**config.mk**
```make
export PLATFORM = sky130hd
export DESIGN_NAME = serial_alu_sequencer_flat
export DESIGN_NICKNAME = d
export VERILOG_FILES = /design/src/rtl/serial_alu_sequencer_if.sv /design/src/rtl/serial_alu_sequencer.sv /design/src/flat_wrapper.sv
export SDC_FILE = /design/constraint.sdc
export NUM_CORES = 1
export LEC_CHECK = 0
export ABC_AREA = 1
export BUFFER_PORTS_ARGS = -buffer_cell sky130_fd_sc_hd__buf_4
export CORE_UTILIZATION = 59
export CTS_CLUSTER_SIZE = 16
export DETAILED_ROUTE_END_ITERATION = 16
export PLACE_DENSITY = 0.92
export SYNTH_ARGS = -nofsm -noshare
export SYNTH_HDL_FRONTEND = slang
export SYNTH_SLANG_ARGS = --single-unit
```
**constraint.sdc**
```tcl
create_clock -name clk -period 2.45 [get_ports clk]
set_input_delay 0.49 -clock clk [delete_from_list [all_inputs] [get_ports clk]]
set_output_delay 0.49 -clock clk [all_outputs]
set_load 0.01 [all_outputs]
```
**src/rtl/serial_alu_sequencer_if.sv**
```systemverilog
// Request/response bundle between a datapath controller and the
// bit-serial ALU sequencer.
interface serial_alu_sequencer_if #(
    parameter int WIDTH = 32
);
    logic             start;
    logic [2:0]       op;
    logic [WIDTH-1:0] src_a;
    logic [WIDTH-1:0] src_b;
    logic             busy;
    logic             done;
    logic [WIDTH-1:0] result;
    logic             cout;
    logic             zero;

    modport master (
        output start, op, src_a, src_b,
        input  busy, done, result, cout, zero
    );

    modport slave (
        input  start, op, src_a, src_b,
        output busy, done, result, cout, zero
    );
endinterface

```
**src/rtl/serial_alu_sequencer.sv**
```systemverilog
// Bit-serial ALU front end: drives one external 1-bit ALU slice for
// WIDTH cycles, LSB first, and assembles the full-width result.
module serial_alu_sequencer #(
    parameter int WIDTH = 32,
    parameter int CNT_W = 5
) (
    input  logic                 clk,
    input  logic                 rst,
    serial_alu_sequencer_if.slave bus,
    output logic                 slice_a,
    output logic                 slice_b,
    output logic                 slice_cin,
    output logic                 slice_less,
    output logic [2:0]           slice_sel,
    output logic                 slice_invert,
    input  logic                 slice_cout,
    input  logic                 slice_sum,
    input  logic                 slice_set
);
    localparam logic [2:0] OP_ADD = 3'b010;
    localparam logic [2:0] OP_SUB = 3'b110;
    localparam logic [2:0] OP_SLT = 3'b111;

    typedef enum logic [1:0] {
        IDLE,
        RUN,
        DONE
    } state_t;

    state_t           state_q;
    state_t           state_d;
    logic [WIDTH-1:0] a_q;
    logic [WIDTH-1:0] b_q;
    logic [WIDTH-1:0] res_q;
    logic [2:0]       op_q;
    logic [CNT_W-1:0] idx_q;
    logic             carry_q;
    logic             set_q;
    logic             cout_q;

    logic             accept;
    logic             last;
    logic             inv_in;
    logic             inv_q;
    logic             arith_q;
    logic [WIDTH-1:0] res_out;

    assign accept  = (state_q != RUN) && bus.start;
    assign last    = (idx_q == CNT_W'(WIDTH - 1));
    assign inv_in  = (bus.op == OP_SUB) || (bus.op == OP_SLT);
    assign inv_q   = (op_q == OP_SUB) || (op_q == OP_SLT);
    assign arith_q = (op_q == OP_ADD) || inv_q;

    always_ff @(posedge clk) begin
        if (rst) begin
            state_q <= IDLE;
            a_q     <= '0;
            b_q     <= '0;
            res_q   <= '0;
            op_q    <= '0;
            idx_q   <= '0;
            carry_q <= 1'b0;
            set_q   <= 1'b0;
            cout_q  <= 1'b0;
        end else begin
            state_q <= state_d;
            if (accept) begin
                a_q     <= bus.src_a;
                b_q     <= bus.src_b;
                op_q    <= bus.op;
                idx_q   <= '0;
                // Subtraction is a + ~b + 1: the +1 enters as carry-in.
                carry_q <= inv_in;
            end else if (state_q == RUN) begin
                res_q[idx_q] <= slice_sum;
                carry_q      <= slice_cout;
                idx_q        <= idx_q + CNT_W'(1);
                if (last) begin
                    set_q  <= slice_set;
                    cout_q <= arith_q ? slice_cout : 1'b0;
                end
            end
        end
    end

    always_comb begin
        state_d      = state_q;
        bus.busy     = 1'b0;
        bus.done     = 1'b0;
        slice_a      = 1'b0;
        slice_b      = 1'b0;
        slice_cin    = 1'b0;
        slice_less   = 1'b0;
        slice_sel    = 3'b000;
        slice_invert = 1'b0;
        unique case (state_q)
            IDLE: begin
                if (bus.start) state_d = RUN;
            end
            RUN: begin
                bus.busy     = 1'b1;
                slice_a      = a_q[idx_q];
                slice_b      = b_q[idx_q];
                slice_cin    = carry_q;
                slice_sel    = op_q;
                slice_invert = inv_q;
                if (last) state_d = DONE;
            end
            DONE: begin
                bus.done = 1'b1;
                state_d  = bus.start ? RUN : IDLE;
            end
            default: state_d = IDLE;
        endcase
    end

    // slt reports only the sign of a-b; the slice's own sum bits are unused.
    assign res_out    = (op_q == OP_SLT) ? {{(WIDTH-1){1'b0}}, set_q} : res_q;
    assign bus.result = res_out;
    assign bus.cout   = cout_q;
    assign bus.zero   = (res_out == '0);
endmodule

```
**src/flat_wrapper.sv**
```systemverilog
// flat-port wrapper written by rule: the top's interface ports become plain ports
module serial_alu_sequencer_flat 
#(
    parameter int WIDTH = 32,
    parameter int CNT_W = 5
)
  (clk, rst, slice_a, slice_b, slice_cin, slice_less, slice_sel, slice_invert, slice_cout, slice_sum, slice_set, bus_start, bus_op, bus_src_a, bus_src_b, bus_busy, bus_done, bus_result, bus_cout, bus_zero);
  serial_alu_sequencer_if #(.WIDTH(WIDTH)) bus_i ();
  input  logic clk;
  input  logic rst;
  output logic slice_a;
  output logic slice_b;
  output logic slice_cin;
  output logic slice_less;
  output logic [2:0] slice_sel;
  output logic slice_invert;
  input  logic slice_cout;
  input  logic slice_sum;
  input  logic slice_set;
  input wire logic [$bits(bus_i.start)-1:0] bus_start;
  input wire logic [$bits(bus_i.op)-1:0] bus_op;
  input wire logic [$bits(bus_i.src_a)-1:0] bus_src_a;
  input wire logic [$bits(bus_i.src_b)-1:0] bus_src_b;
  output wire logic [$bits(bus_i.busy)-1:0] bus_busy;
  output wire logic [$bits(bus_i.done)-1:0] bus_done;
  output wire logic [$bits(bus_i.result)-1:0] bus_result;
  output wire logic [$bits(bus_i.cout)-1:0] bus_cout;
  output wire logic [$bits(bus_i.zero)-1:0] bus_zero;
  assign bus_i.start = bus_start;
  assign bus_i.op = bus_op;
  assign bus_i.src_a = bus_src_a;
  assign bus_i.src_b = bus_src_b;
  assign bus_busy = bus_i.busy;
  assign bus_done = bus_i.done;
  assign bus_result = bus_i.result;
  assign bus_cout = bus_i.cout;
  assign bus_zero = bus_i.zero;
  serial_alu_sequencer #(.WIDTH(WIDTH), .CNT_W(CNT_W)) u_core (.clk(clk), .rst(rst), .bus(bus_i), .slice_a(slice_a), .slice_b(slice_b), .slice_cin(slice_cin), .slice_less(slice_less), .slice_sel(slice_sel), .slice_invert(slice_invert), .slice_cout(slice_cout), .slice_sum(slice_sum), .slice_set(slice_set));
endmodule
```
# Word level (Yosys, flattened, before mapping)
# Cells that the tools add are included.
# classes
add_sub_neg	1
mul	0
div	0
order_cmp	2
eq_ne	11
shift	0
mux	22
bitwise	1
n_reduce_logical	12
# op_table
operator	count
$bwmux 32	1
$logic_not 32->1	1
$mux 32	1
$mux 1	13
$eq 3x3->1 const B	4
$bmux 1 s5	2
$lt 5x6->1 const B	1
$pmux 2 s3	1
$add 5x1->5 const B	1
$demux 1 s5	1
$eq 5x5->1 const B	1
$ge 5x1->1 const B	1
$mux 2	2
$ne 2x1->1 const B	2
$reduce_and 2->1	2
$eq 3x2->1 const B	1
$logic_or 1x1->1	3
$mux 3	1
$reduce_and 3->1	1
$eq 2x1->1 const B	1
$eq 2x2->1 const B	1
$logic_and 1x1->1	2
$logic_not 2->1	1
$ne 2x2->1 const B	1
other kinds (3)	3
# word_totals
regBits	109
latchBits	0
mem_bits_rw	0
rom_bits	0
in_bits	73
output_inout_bits	44
elab_cells	58
mem_count	0

# Depth between registers and ports, before layout
# logic_depth
word_depth	5
ltp_mapped	10
ltp_nobuf	8

# Worst setup path before layout
# OpenSTA, ideal clock, no wires.
# synth_path
kind	register to output
from	reg u_core.idx_q[0]
to	out slice_a
arrival_time_ns	1.257
required_ns	1.960
slack_ns	0.703
path_stages_with_launch	11
path_buffers	2
cell_sequence	dfxtp_1 buf_2 inv_2 buf_2 nand2_1 nand3_1 nand2_1 nand2_1 nand2_1 nor2_1 a21oi_1
# synth_via
elab_chain_len	3
# synth_rtl
item	line_no	rtl
start: declaration	serial_alu_sequencer.sv:36	logic [CNT_W-1:0] idx_q;
start signal: assignment	serial_alu_sequencer.sv:77	idx_q <= idx_q + CNT_W'(1);
$bmux 1 s5	serial_alu_sequencer.sv:102	slice_a = a_q[idx_q];
$mux 1 (not written as such)	serial_alu_sequencer.sv:102	
$mux 1	serial_alu_sequencer.sv:96	unique case (state_q)
end: declaration	flat_wrapper.sv:11	output logic slice_a;
# No other way between the ends. The select of a mux whose other input is x is not followed.

# Worst setup path in the final report
# layout_path
from	reg u_core.idx_q[3]
to	out slice_b
# layout_via
elab_chain_len	3
# layout_rtl
item	line_no	rtl
$bmux 1 s5	serial_alu_sequencer.sv:103	slice_b = b_q[idx_q];
$mux 1 (not written as such)	serial_alu_sequencer.sv:103	
$mux 1	serial_alu_sequencer.sv:96	
end: declaration	flat_wrapper.sv:12	output logic slice_b;
# No other way between the ends. The select of a mux whose other input is x is not followed.

==> results summary <==
The flow ran to the end, and the final reports show no timing, DRC or antenna violations. The internal portion of total power came out at about 2.6 mW. In the final routing, the length of wire on met1 measures approximately 5600 µm. The cell count after synthesis came out at 788. Adding up every negative setup slack in the final design gives 0 ps. By instance count, the leading cell after synthesis is sky130_fd_sc_hd__nand2_1. The cell type with the largest total area after synthesis is sky130_fd_sc_hd__dfxtp_1. The via count of the first global-routing pass was roughly 4700. The leakage power summed over all cells is 3.035 nW. Yosys mapped a number of flops with a built-in enable equal to 0. The share of total power in the clock network is 0.305. The most critical setup path has its startpoint at u_core.idx_q[3].

The switching fraction of total power came out at 0.2638. The origin of the worst min-delay path is bus_src_b[26]. The worst path buffer plus inverter count came out at 2. The biggest cell delay along the critical path came out at ~400 ps. In the final layout, the multi-input gates occupy approximately 2400 µm². CTS saw 109 sinks. The worst vdd rail ir drop came out at 344.4 µV.

Buffers placed on the I/O ports in this run total roughly 120. The endpoint required time on the critical path came out at 1960 ps. The post-route worst hold slack came out at 350.4 ps.

Following the worst setup path forward leads to its endpoint at slice_b. The internal reg-to-reg setup slack came out at 590 ps. The area of the die is 9325 µm². STA classifies the critical path startpoint as a register. After synthesis, the share of flip-flops with an asynchronous set or reset is 0. Setup violations remaining at the end of the flow were counted as 0. Of the total power, combinational logic draws 0.150.

The routed length per instance is about 13 µm. In the routed design, unresolved DRC markers number 0. The number of antenna violations at the first check in global routing is 0. The core region area came out at 8678 µm². The netlist area before placement came out at 5276 µm². STA classifies the critical path endpoint as an output port. The part of the power in registers came out at 0.545. In this run the number of cells on the critical path is 8.

The top achievable clock speed is 428.2 MHz. The placed cell count is 971. The number of vias per cell after detailed routing is 5.459. The number of maximum-capacitance constraint violations is 0. The count of final hold-check violations is 0. The type of the worst min-delay path is in2reg. At the worst endpoint, the arrival time is 1850 ps. After routing the design area is 6332 µm². Averaged over all synthesized cells, the footprint is 6.696 µm².

The startpoint identified for the worst register-to-register timing path is u_core.idx_q[0]. The tree is rooted in a sky130_fd_sc_hd__clkbuf_8. The detailed-route via count is about 5400. The number of detailed-routing iterations run before antenna repair is 7. After synthesis, the most frequently instantiated cells are sky130_fd_sc_hd__nand2_1, sky130_fd_sc_hd__dfxtp_1, sky130_fd_sc_hd__inv_1. The net count of the mapped netlist came out at 866. The clock tree skew after final layout came out at approximately 11 ps. The number of DRC violations after detailed-routing iteration 0 came out at roughly 480. The area after detailed placement is slightly above 6000 µm². Detailed routing placed a total of 959 µm of wire on met3.

The path depth of the worst reg2reg path is 8. 0 antenna diodes ended up in the layout. The total congestion overflow after global routing came out at 0. The primary flip-flop cell chosen by synthesis mapping is sky130_fd_sc_hd__dfxtp_1. The total number of H-tree levels came out at 3. The count of warnings emitted by yosys is 0. After detailed routing, the met2 layer carries 6107 µm of wire. The register clock-pin slew on the reported worst setup and hold paths came out at 90 ps. After detailed routing, the total wire length is around 13000 µm. The standard-cell row count came out at 34. Setup repair after global routing left no endpoint under its margin.

The initial utilization of the core area, before any placement, comes to 0.6080. For this design the ratio of total power to cell area is between 500 and 600 nW/µm². The critical path is of the reg2out type.

The number of library cell types mapped by synthesis is 30. Walking the worst path, the cells encountered are inv_2, nand2_1, nor2_4, nand2_1, nand2_1, nor2_1, a21oi_1, buf_4. The largest delay contributor family on the critical path is simple AND/OR/NAND/NOR gates. Once layout is complete, the cells apart from fillers number 985. In the finished design, the share of the clock period the worst path needs comes to 0.9533. The share of cells above drive strength 1 is 0.1995. The area share of the largest cell type after synthesis is 0.4136. Among the stages of the critical path, the cell type that occurs most often is sky130_fd_sc_hd__nand2_1. The weighted congestion at the end of routability-driven global placement came out at about 1. The largest net degree at the start of global routing is 67. The sequential-to-total area share from yosys stat is 0.4136. By area the synthesized netlist is led by sky130_fd_sc_hd__dfxtp_1, sky130_fd_sc_hd__nand2_1, sky130_fd_sc_hd__a21oi_1.

For the finished layout, the period the worst path requires is 2335 ps. The clock latency on the worst-skew pair came out at 370 ps. The global-route total usage across every layer came out at 0.2931.

The final max-slew violation count came out at 0. Clock tree synthesis inserted a total of 9 buffers. The number of hold-repair buffers added at the cts stage is 0. Counting along the longest clock path gives a buffer depth of 2. The maximum fanout along the worst path came out at 10. The switching power came out at around 920 µW. The first-pass GRT wire length came out at 21130 µm.

The detail route stage leaves a number of antenna-violating nets equal to 0. Summing all flip-flop and latch instances after layout gives 2186 µm². In this run, synthesis produced a sequential element count of roughly 110.

The number of top-level pins is 117. The highest signal layer in the routed design is met4. The worst flop-to-flop path endpoint is u_core.set_q.

The HPWL after detailed placement is 9189 µm. The library cell contributing the largest single delay on the critical path is sky130_fd_sc_hd__dfxtp_1. The total of fill cells in the finished design came out at 694. The height of the chip came out at 96.57 µm.

The overall die width is 96.57 µm. The area growth from synthesis to layout is 20.01%. TritonCTS built the clock tree.

The net count of the finished layout is ~950.
-- cell type report --
type | instances | share of cell area
repair buffers | 125 | 0.1553
multi-input cells | 515 | 0.3813
clock inverters | 2 | 0.005533
flip-flops and latches | 109 | 0.3452
well taps | 108 | 0.02134
clock buffers | 12 | 0.02292
inverters | 114 | 0.06837
-- power groups by stage --
| stage | registers, mW | logic (mW) | clock network (mW) |
|---|---|---|---|
| 4_1_cts | 1.90 | 0.519 | 1.06 |
| 5_1_grt | 1.91 | 0.589 | 1.13 |
| 6_report | 1.90 | 0.524 | 1.06 |
| 3_5_place_dp | 1.94 | 0.513 | 0 |
| 3_3_place_gp | 1.93 | 0.502 | 0 |
| 2_1_floorplan | 1.93 | 0.343 | 0 |
-- how the worst min path moves through the flow --
stage | slack [ps] | cells past startpoint | endpoint
finish | 350 | 3 | u_core.b_q[26]
global route | 350 | 3 | u_core.b_q[26]
CTS | 350 | 3 | u_core.b_q[26]
detailed placement | 440 | 2 | u_core.res_q[31]
global placement | 440 | 2 | u_core.res_q[31]
floorplan | 420 | 2 | u_core.res_q[15]
-- flip-flops by register name, indices dropped and copies added (netlist names) --
| register | count |
|---|---|
| u_core.a_q | 32 |
| u_core.b_q | 32 |
| u_core.res_q | 32 |
| u_core.idx_q | 5 |
| u_core.op_q | 3 |
| u_core.state_q | 2 |
| u_core.bus.cout | 1 |
| u_core.carry_q | 1 |
| u_core.set_q | 1 |
-- metal layers --
| metal | track usage | up-vias |
|---|---|---|
| met1 | 0.3783 | 2424 |
| met3 | 0.04538 | 31 |
| met5 | 0 | - |
| li1 | - | 2678 |
| met2 | 0.4877 | 244 |
| met4 | 0.1213 | 0 |
-- placed cells by master, fill, tap and decap left out, types with 3 or more instances in the layout --
cell type and n:
sky130_fd_sc_hd__nand3_1 59, sky130_fd_sc_hd__a21oi_2 4, sky130_fd_sc_hd__nand2_1 174, sky130_fd_sc_hd__nand2_2 4, sky130_fd_sc_hd__buf_12 3, sky130_fd_sc_hd__nor2_1 60
sky130_fd_sc_hd__o21ai_0 76, sky130_fd_sc_hd__buf_4 120, sky130_fd_sc_hd__inv_1 96, sky130_fd_sc_hd__inv_2 16, sky130_fd_sc_hd__o21ai_1 10, sky130_fd_sc_hd__nand4_1 8
sky130_fd_sc_hd__dfxtp_2 3, sky130_fd_sc_hd__dfxtp_1 106, sky130_fd_sc_hd__a21oi_1 92, sky130_fd_sc_hd__nor3_1 9, sky130_fd_sc_hd__ha_1 5, sky130_fd_sc_hd__clkbuf_8 10
sky130_fd_sc_hd__nor2_4 5
-- kinds of logic (layout without fill, tap and decap cells) --
kind of cell / Yosys count / count (layout) / synth area share
compound gates: 184 / 184 / 0.1779
simple gates: 325 / 325 / 0.2644
other cells: 1 / 1 / 0.0007107
buf+inv: 164 / 253 / 0.1316
fa+ha+maj: 5 / 5 / 0.01186
flops: 109 / 109 / 0.4136
-- timing repair --
action / 4_1_cts / 5_1_grt
pin swaps: 0 / 0
gates resized for setup: 2 / 8
buffers inserted: 0 / 0
setup endpoints to repair: 1 / 2
-- worst min-delay path: stages --
cell	delay (ps)
sky130_fd_sc_hd__buf_4	80
sky130_fd_sc_hd__nor2_1	40
sky130_fd_sc_hd__nor2_1	80
-- through the flow --
step / worst slack (ps) / utilization / power (mW)
4_1_cts: 8.130 / 0.7275 / 3.480
5_1_grt: 41.09 / 0.7297 / 3.625
6_report: 114.5 / 0.7297 / 3.489
3_3_place_gp: 438.2 / 0.7056 / 2.437
2_1_floorplan: 703.5 / - / 2.274
3_5_place_dp: 408.8 / 0.7056 / 2.453
Power figures use the tool's default switching activity.
